## config.mk

```make
export PLATFORM = sky130hd
export DESIGN_NAME = axi4lite_cmd_arbiter
export DESIGN_NICKNAME = d
export VERILOG_FILES = /design/src/rtl/axi4lite_cmd_arbiter.sv
export SDC_FILE = /design/constraint.sdc
export NUM_CORES = 1
export LEC_CHECK = 0
export CORE_ASPECT_RATIO = 1.75
export CORE_MARGIN = 2
export CORE_UTILIZATION = 55
export CTS_CLUSTER_SIZE = 24
export DETAILED_ROUTE_END_ITERATION = 6
export DONT_BUFFER_PORTS = 1
export GPL_TIMING_DRIVEN = 1
export HOLD_SLACK_MARGIN = 0.02
export PLACE_DENSITY = 0.79
export SLEW_MARGIN = 20
export SYNTH_ARGS = -nofsm -noshare
export SYNTH_HDL_FRONTEND = slang
export SYNTH_SLANG_ARGS = --single-unit
```

## constraint.sdc

```tcl
create_clock -name clk -period 2.3 [get_ports clk]
set_input_delay 0.345 -clock clk [delete_from_list [all_inputs] [get_ports clk]]
set_output_delay 0.345 -clock clk [all_outputs]
set_load 0.005 [all_outputs]
```

## src/rtl/axi4lite_cmd_arbiter.sv

```systemverilog
// Round-robin arbiter sharing one AXI4-Lite master command port among NUM_REQ requesters.
// One start pulse per grant; waits for done or a timeout, then acks the granted requester.
module axi4lite_cmd_arbiter #(
   parameter int NUM_REQ    = 4,
   parameter int ADDR_WIDTH = 2,
   parameter int DATA_WIDTH = 8,
   parameter int TIMEOUT    = 16
) (
   input  logic                             clk,
   input  logic                             rst_n,
   input  logic [NUM_REQ-1:0]               req_valid,
   input  logic [NUM_REQ-1:0]               req_write,
   input  logic [NUM_REQ*ADDR_WIDTH-1:0]    req_addr,
   input  logic [NUM_REQ*DATA_WIDTH-1:0]    req_wdata,
   output logic [NUM_REQ-1:0]               req_ack,
   output logic                             req_err,
   output logic [DATA_WIDTH-1:0]            req_rdata,
   output logic                             start_write,
   output logic                             start_read,
   output logic [ADDR_WIDTH-1:0]            write_addr,
   output logic [ADDR_WIDTH-1:0]            read_addr,
   output logic [DATA_WIDTH-1:0]            write_data,
   input  logic                             done,
   input  logic [DATA_WIDTH-1:0]            read_data,
   output logic                             busy,
   output logic [$clog2(NUM_REQ)-1:0]       grant_id
);

   localparam int ID_W  = $clog2(NUM_REQ);
   localparam int CNT_W = $clog2(TIMEOUT);

   typedef enum logic [1:0] {
      S_IDLE  = 2'd0,
      S_ISSUE = 2'd1,
      S_WAIT  = 2'd2,
      S_RESP  = 2'd3
   } state_t;

   state_t                  state_q;
   logic [ID_W-1:0]         grant_q;
   logic [ID_W-1:0]         last_grant_q;
   logic                    wr_q;
   logic [ADDR_WIDTH-1:0]   addr_q;
   logic [DATA_WIDTH-1:0]   wdata_q;
   logic [DATA_WIDTH-1:0]   rdata_q;
   logic [CNT_W-1:0]        cnt_q;
   logic                    start_wr_q;
   logic                    start_rd_q;
   logic                    err_q;
   logic                    busy_q;
   logic [NUM_REQ-1:0]      ack_q;

   logic                    found_d;
   logic [ID_W-1:0]         sel_d;
   logic [NUM_REQ-1:0]      grant_onehot;

   // Requester index k positions after base, wrapping at NUM_REQ (which need not be a power of two).
   function automatic logic [ID_W-1:0] rr_idx(input logic [ID_W-1:0] base, input int k);
      int s;
      s = int'(base) + k;
      if (s >= NUM_REQ) s = s - NUM_REQ;
      return ID_W'(s);
   endfunction

   always_comb begin
      found_d = 1'b0;
      sel_d   = last_grant_q;
      for (int k = 1; k <= NUM_REQ; k++) begin
         if (!found_d && req_valid[rr_idx(last_grant_q, k)]) begin
            found_d = 1'b1;
            sel_d   = rr_idx(last_grant_q, k);
         end
      end
   end

   assign grant_onehot = {{(NUM_REQ-1){1'b0}}, 1'b1} << grant_q;

   always_ff @(posedge clk or negedge rst_n) begin
      if (!rst_n) begin
         state_q      <= S_IDLE;
         grant_q      <= '0;
         last_grant_q <= ID_W'(NUM_REQ-1);
         wr_q         <= 1'b0;
         addr_q       <= '0;
         wdata_q      <= '0;
         rdata_q      <= '0;
         cnt_q        <= '0;
         start_wr_q   <= 1'b0;
         start_rd_q   <= 1'b0;
         err_q        <= 1'b0;
         busy_q       <= 1'b0;
         ack_q        <= '0;
      end else begin
         start_wr_q <= 1'b0;
         start_rd_q <= 1'b0;
         case (state_q)
            S_IDLE: begin
               if (found_d) begin
                  grant_q    <= sel_d;
                  wr_q       <= req_write[sel_d];
                  addr_q     <= req_addr[sel_d*ADDR_WIDTH +: ADDR_WIDTH];
                  wdata_q    <= req_wdata[sel_d*DATA_WIDTH +: DATA_WIDTH];
                  start_wr_q <= req_write[sel_d];
                  start_rd_q <= !req_write[sel_d];
                  busy_q     <= 1'b1;
                  state_q    <= S_ISSUE;
               end
            end
            S_ISSUE: begin
               cnt_q   <= '0;
               state_q <= S_WAIT;
            end
            S_WAIT: begin
               // done is checked first so it wins on the final allowed cycle.
               if (done) begin
                  if (!wr_q) rdata_q <= read_data;
                  err_q   <= 1'b0;
                  ack_q   <= grant_onehot;
                  state_q <= S_RESP;
               end else if (cnt_q == CNT_W'(TIMEOUT-1)) begin
                  err_q   <= 1'b1;
                  ack_q   <= grant_onehot;
                  state_q <= S_RESP;
               end else begin
                  cnt_q <= cnt_q + CNT_W'(1);
               end
            end
            S_RESP: begin
               ack_q        <= '0;
               err_q        <= 1'b0;
               last_grant_q <= grant_q;
               busy_q       <= 1'b0;
               state_q      <= S_IDLE;
            end
            default: state_q <= S_IDLE;
         endcase
      end
   end

   assign req_ack     = ack_q;
   assign req_err     = err_q;
   assign req_rdata   = rdata_q;
   assign start_write = start_wr_q;
   assign start_read  = start_rd_q;
   assign write_addr  = addr_q;
   assign read_addr   = addr_q;
   assign write_data  = wdata_q;
   assign busy        = busy_q;
   assign grant_id    = grant_q;

endmodule

```

# [Yosys cells after proc, flatten, opt, wreduce, memory -nomap -nowiden]
# Index checks and enable logic that the tools add are counted.
[totals] reg_bits=37 in_bits=59 out_inout_bits=30
[op_classes] addsub=9 order_cmp=9 n_eq_ne=8 n_shift=3 muxes=41 bitwise_logic=1 n_reduce_logical=17
[op_table] op="variable part select 32 x 6 -> 8 bit" count=1
[op_table] op="two-way mux 2 bit" count=11
[op_table] op="two-way mux 1 bit" count=16
[op_table] op="two-way mux 4 bit" count=4
[op_table] op="case mux 4 bit (2 select lines)" count=2
[op_table] op="< comparator 2 x 3 -> 1 bit, second input constant" count=5
[op_table] op="binary-select mux 1 bit (select 2 bit)" count=5
[op_table] op="greater-or-equal comparator 3 bit, second input constant" count=3
[op_table] op="case mux 2 bit (4 select lines)" count=1
[op_table] op="AND reduction 2 bit" count=4
[op_table] op="variable part select 8 x 4 -> 2 bit" count=1
[op_table] op="subtractor 2 x 1 -> 2 bit, second input constant" count=4
[op_table] op="adder 2 x 2 -> 3 bit, second input constant" count=2
[op_table] op="!= test 2 bit, second input constant" count=3
[op_table] op="AND reduction 3 bit" count=2
[op_table] op="nonzero test 2 bit" count=3
[op_table] op="adder 2 x 3 -> 4 bit, second input constant" count=1
[op_table] op="adder 4 x 1 -> 4 bit, second input constant" count=1
[op_table] op="== test 2 bit, second input constant" count=2
[op_table] op="== test 4 bit, second input constant" count=1
[op_table] op="greater-or-equal comparator 4 x 3 -> 1 bit, second input constant" count=1
[op_table] op="zero test 1 bit" count=4
[op_table] op="case mux 1 bit (2 select lines)" count=2
[op_table] op="<< shifter 1 x 2 -> 4 bit, first input constant" count=1
[op_table] op="6 further kinds" count=8

# [Logic depth before layout (Yosys ltp)]
[logic_depth] depth_word=20 ltp_mapped=8 mapped_depth_nobuf=6

# [Worst setup path before layout]
# No wires, ideal clock.
[synth_path] kind="flip-flop to flip-flop" startpoint="reg state_q[0]" endpoint="reg ack_q[1] (netlist: req_ack[1])" arrival_time_ns=1.525 path_slack_ns=0.641 path_stages_with_launch=8 path_buffers=2 period_less_slack_ns=1.659 path_cell_list="dfrtp_1 inv_1 ha_1 clkbuf_1 and3b_1 or2_0 clkbuf_1 o21ai_0"
[synth_via] elab_chain_len=3 word_cells_on_any_way=6 cone_classes="3 x eq/ne; 1 x mux; 2 x reduce/logical"
[synth_lines] element="start: declaration" line="39" source="state_t state_q;"
[synth_lines] element="start signal: assignment" line="80" source="state_q <= S_IDLE;"
[synth_lines] element="start signal: assignment" line="106" source="state_q <= S_ISSUE;"
[synth_lines] element="start signal: assignment" line="111" source="state_q <= S_WAIT;"
[synth_lines] element="== test 2 bit" line="96" source="case (state_q)"
[synth_lines] element="!= test 3 bit (no line) or nonzero test 2 bit (tied branches)"
[synth_lines] element="AND reduction 2 bit (no line)"
[synth_lines] element="end signal: assignment" line="118" source="ack_q <= grant_onehot;"
[synth_lines] element="end signal: assignment" line="122" source="ack_q <= grant_onehot;"
[synth_lines] element="end: declaration" line="51" source="logic [NUM_REQ-1:0] ack_q;"
# Several ways; a longest one is shown, not always the timed one.
# A chain may end at the register's enable or synchronous reset.

# [Final worst setup path]
[layout_path] startpoint="reg last_grant_q[1]" endpoint="reg wdata_q[5] (netlist: write_data[5])"
[layout_via] elab_chain_len=16 word_cells_on_any_way=40 cone_classes="8 x add/sub; 4 x order compare; 1 x shift; 20 x mux; 7 x reduce/logical"
[layout_lines] element="start: declaration" line="41" source="logic [ID_W-1:0] last_grant_q;"
[layout_lines] element="start signal: assignment" line="82" source="last_grant_q <= ID_W'(NUM_REQ-1);"
[layout_lines] element="start signal: assignment" line="131" source="last_grant_q <= grant_q;"
[layout_lines] element="adder 2 x 1 -> 3 bit" line="60" source="s = int'(base) + k;"
[layout_lines] element="greater-or-equal comparator 3 bit or subtractor 2 x 1 -> 2 bit (tied branches)" line="61" source="if (s >= NUM_REQ) s = s - NUM_REQ;"
[layout_lines] element="two-way mux 2 bit" line="61"
[layout_lines] element="binary-select mux 1 bit (select 2 bit)" line="69" source="if (!found_d && req_valid[rr_idx(last_grant_q, k)]) begin"
[layout_lines] element="two-way mux 1 bit (not written as such)" line="69"
[layout_lines] element="two-way mux 1 bit" line="69"
[layout_lines] element="zero test 1 bit" line="69"
[layout_lines] element="logical AND 1 bit" line="69"
[layout_lines] element="two-way mux 1 bit" line="69"
[layout_lines] element="zero test 1 bit" line="69"
[layout_lines] element="logical AND 1 bit" line="69"
[layout_lines] element="two-way mux 1 bit" line="69"
[layout_lines] element="zero test 1 bit" line="69"
[layout_lines] element="logical AND 1 bit" line="69"
[layout_lines] element="two-way mux 2 bit or two-way mux 1 bit (tied branches)" line="69"
[layout_lines] element="variable part select 32 x 6 -> 8 bit or AND reduction 2 bit (tied branches)"
[layout_lines] element="end signal: assignment" line="102" source="wdata_q <= req_wdata[sel_d*DATA_WIDTH +: DATA_WIDTH];"
[layout_lines] element="end: declaration" line="44" source="logic [DATA_WIDTH-1:0] wdata_q;"
# Several ways; a longest one is shown, not always the timed one. The select of a mux whose other input is x is not followed.

==> impl_metrics.env <==
export IMPL_status="finished clean"
export IMPL_r2r_cells=5
export IMPL_final_cell_mix="dfrtp_1, nand2_1, a211o_1, nand4_1"
export IMPL_grt_pass1_wl_microns=7700
export IMPL_worstSkewPairLatency_ns=0.30
export IMPL_grt_total_usage=0.233
export IMPL_combPwrFrac=0.438
export IMPL_antenna_cells=0
export IMPL_p_leak_nw=1.02
export IMPL_chipWidth_microns=51.7
export IMPL_fmax_ghz=0.512
export IMPL_via_count=1648
export IMPL_gp_congestion=0.772
export IMPL_synthArstFlopShare=1.00
export IMPL_synth_xor_area_frac=0.0120
export IMPL_crit_end="write_data[5]$_DFFE_PN0P_"
export IMPL_setup_worst_path_start="last_grant_q[1]$_DFFE_PN1P_"
export IMPL_via_per_inst=6.46
export IMPL_pin_count=89
export IMPL_finalSetupViolCount=0
export IMPL_startpoint_type="flop"
export IMPL_drtIter0Drc=51
export IMPL_netlist_instances=211
export IMPL_p_total_mw=3.07
export IMPL_drt_first_pass_iters=4
export IMPL_p_switching_mw=1.28
export IMPL_min_path_type="in -> reg"
export IMPL_layout_drive_gt1_share=0.188
export IMPL_yosysWarnings=0
export IMPL_clk_pin_slew_ns=0.08
export IMPL_slew_violations=0
export IMPL_ys_ff_latch=37
export IMPL_regToRegEndpoint="write_data[5]$_DFFE_PN0P_"
export IMPL_synth_area_mux_share=0.0973
export IMPL_tns_ns=0
export IMPL_setup_ws_ns=0.346
export IMPL_cellPowerDensity_nw_per_um2=1340
export IMPL_syn_area_sq_um=2190
export IMPL_yosysSeqAreaShare=0.425
export IMPL_ctsResizeCount=0
export IMPL_ys_flop_type="dfrtp_1"
export IMPL_io_buffers=0
export IMPL_area_delta_synth_final_pct=4.52
export IMPL_synth_top_family_by_area="compound AO/OA/AOI/OAI gates"
export IMPL_synth_edff_count=0
export IMPL_irDropWorstVdd_mv=0.701
export IMPL_r2r_slack_ns=0.35
export IMPL_p_seq_frac=0.402
export IMPL_core_area_sq_um=3830
export IMPL_critPathRequiredTime_ns=2.51
export IMPL_final_common_cell="dfrtp_1"
export IMPL_synthDistinctLibCells=44
export IMPL_worst_pin_slew_ns=0.638
export IMPL_crit_arrival_ns=2.16
export IMPL_drt_wl_total_microns=4960
export IMPL_antenna_found_initial=0
export IMPL_overflow=0
export IMPL_switching_share=0.419
export IMPL_period_needed_ns=1.95
export IMPL_worst_r2r_startpoint="last_grant_q[1]$_DFFE_PN1P_"
export IMPL_power_internal_mw=1.78
export IMPL_relSlewSlack=0.571
export IMPL_ant_nets=0
export IMPL_cts_root_buf="clkbuf_8"
export IMPL_numCtsBuffers=5
export IMPL_die_area_sq_um=4510
export IMPL_grt_max_degree=38
export IMPL_syn_avg_cell_area_sq_um=10.4
export IMPL_std_cell_rows=30
export IMPL_nNetsFinal=271
export IMPL_clkSinkCount=37
export IMPL_dieHeight_microns=87.4
export IMPL_dp_hpwl_microns=3680
export IMPL_cts_tree="yes"
export IMPL_synth_compound_area_frac=0.221
export IMPL_synthSimpleGateAreaFrac=0.157
export IMPL_clockBufferDepth=2
export IMPL_drv_cap=0
export IMPL_holdWs_ns=0.201
export IMPL_post_route_period_util=0.850
export IMPL_syn_num_nets=276
export IMPL_path_class="reg -> reg"
export IMPL_synthAdderAreaFrac=0.0343
export IMPL_pre_cts_slack_ns=0.349
export IMPL_clkPwrFrac=0.159
export IMPL_fin_skew_ns=0.00949
export IMPL_drc_errors=0
export IMPL_crit_fanout=13
export IMPL_grt_pass1_vias=1647
export IMPL_start_util=0.571
export IMPL_routedWlPerCell_microns=19.4
export IMPL_rsz0062_at_grt="false"
export IMPL_endpoint_kind="flop"
export IMPL_cts_htree_levels=2
export IMPL_hold_violations=0
routing by layer:
layer,vias up,GRT usage,wire length (microns)
li1,765,-,-
met1,788,0.241,1740
met2,84,0.427,2710
met3,11,0.0636,395
met4,0,0.0957,112
met5,-,0,0
synth_stat cells (4+ instances only):
master	count	area (sq um)
nand4_1	11	68.8
mux2_2	10	113
nand2_1	27	101
nor2_1	9	33.8
o211ai_2	10	125
mux2i_1	10	100
buf_4	6	45.0
a211o_1	11	96.3
dfrtp_1	35	876
ha_1	6	75.1
o31ai_1	10	75.1
o21ai_0	9	45.0
inv_1	4	15.0
cell families after synthesis:
kind of cell,Yosys count
AND/OR/NAND/NOR,67
AO/OA/AOI/OAI,58
flip-flops,37
buffers and inverters,20
multiplexers,20
adder cells (fa/ha/maj),6
XOR/XNOR,3
power groups by stage:
stage / Sequential [mW] / Clock (mW) / Combinational (mW)
after floorplan: 1.16 / 0 / 1.22
final: 1.23 / 0.489 / 1.34
after CTS: 1.24 / 0.501 / 1.35
after global placement: 1.24 / 0 / 1.29
after global routing: 1.28 / 0.512 / 1.51
after detailed placement: 1.25 / 0 / 1.34
worst min-delay path by stage:
stage / from / to / slack, ns / cells past startpoint
detailed placement: rst_n / cnt_q[1]$_DFFE_PN0P_ / 0.05 / 0
CTS: read_data[5] / req_rdata[5]$_DFFE_PN0P_ / 0.19 / 1
floorplan: rst_n / busy$_DFFE_PN0P_ / 0.05 / 0
global route: read_data[0] / req_rdata[0]$_DFFE_PN0P_ / 0.19 / 1
finish: read_data[0] / req_rdata[0]$_DFFE_PN0P_ / 0.20 / 1
global placement: rst_n / state_q[0]$_DFFE_PN0P_ / 0.05 / 0
worst max-delay path, stage by stage (launching register included):
cell and delay, ns:
dfstp_2 0.57, nand2_1 0.11, a31oi_1 0.24, and2_2 0.32, nand2_1 0.37, o211ai_2 0.26
repair_timing:
item,in CTS,in global routing
hold endpoints to repair,37,0
setup buffers,0,0
setup endpoints to repair,0,0
hold buffers,2,0
through the flow:
stage | utilization | instance area [sq um] | cells
floorplan | - | 2190 | 211
global placement | 0.564 | 2160 | 245
detailed placement | 0.564 | 2160 | 245
CTS | 0.597 | 2280 | 255
global route | 0.597 | 2280 | 255
finish | 0.597 | 2280 | 255
cell type report:
type / instances / area [sq um]
clock buffer: 6 / 82.6
multi-input combinational: 154 / 1140
tap: 48 / 60.1
fill: 344 / 1540
timing repair buffer: 4 / 45.0
inverter: 4 / 15.0
sequential: 37 / 928
clock inverter: 2 / 13.8
registers in the layout, summed over array words and instances, names as in the netlist, 2 cells and up:
name	cells
write_data	8
req_rdata	8
read_addr	2
last_grant_q	2
cnt_q	4
req_ack	4
grant_id	2
state_q	2
Power figures use the tool's default switching activity.
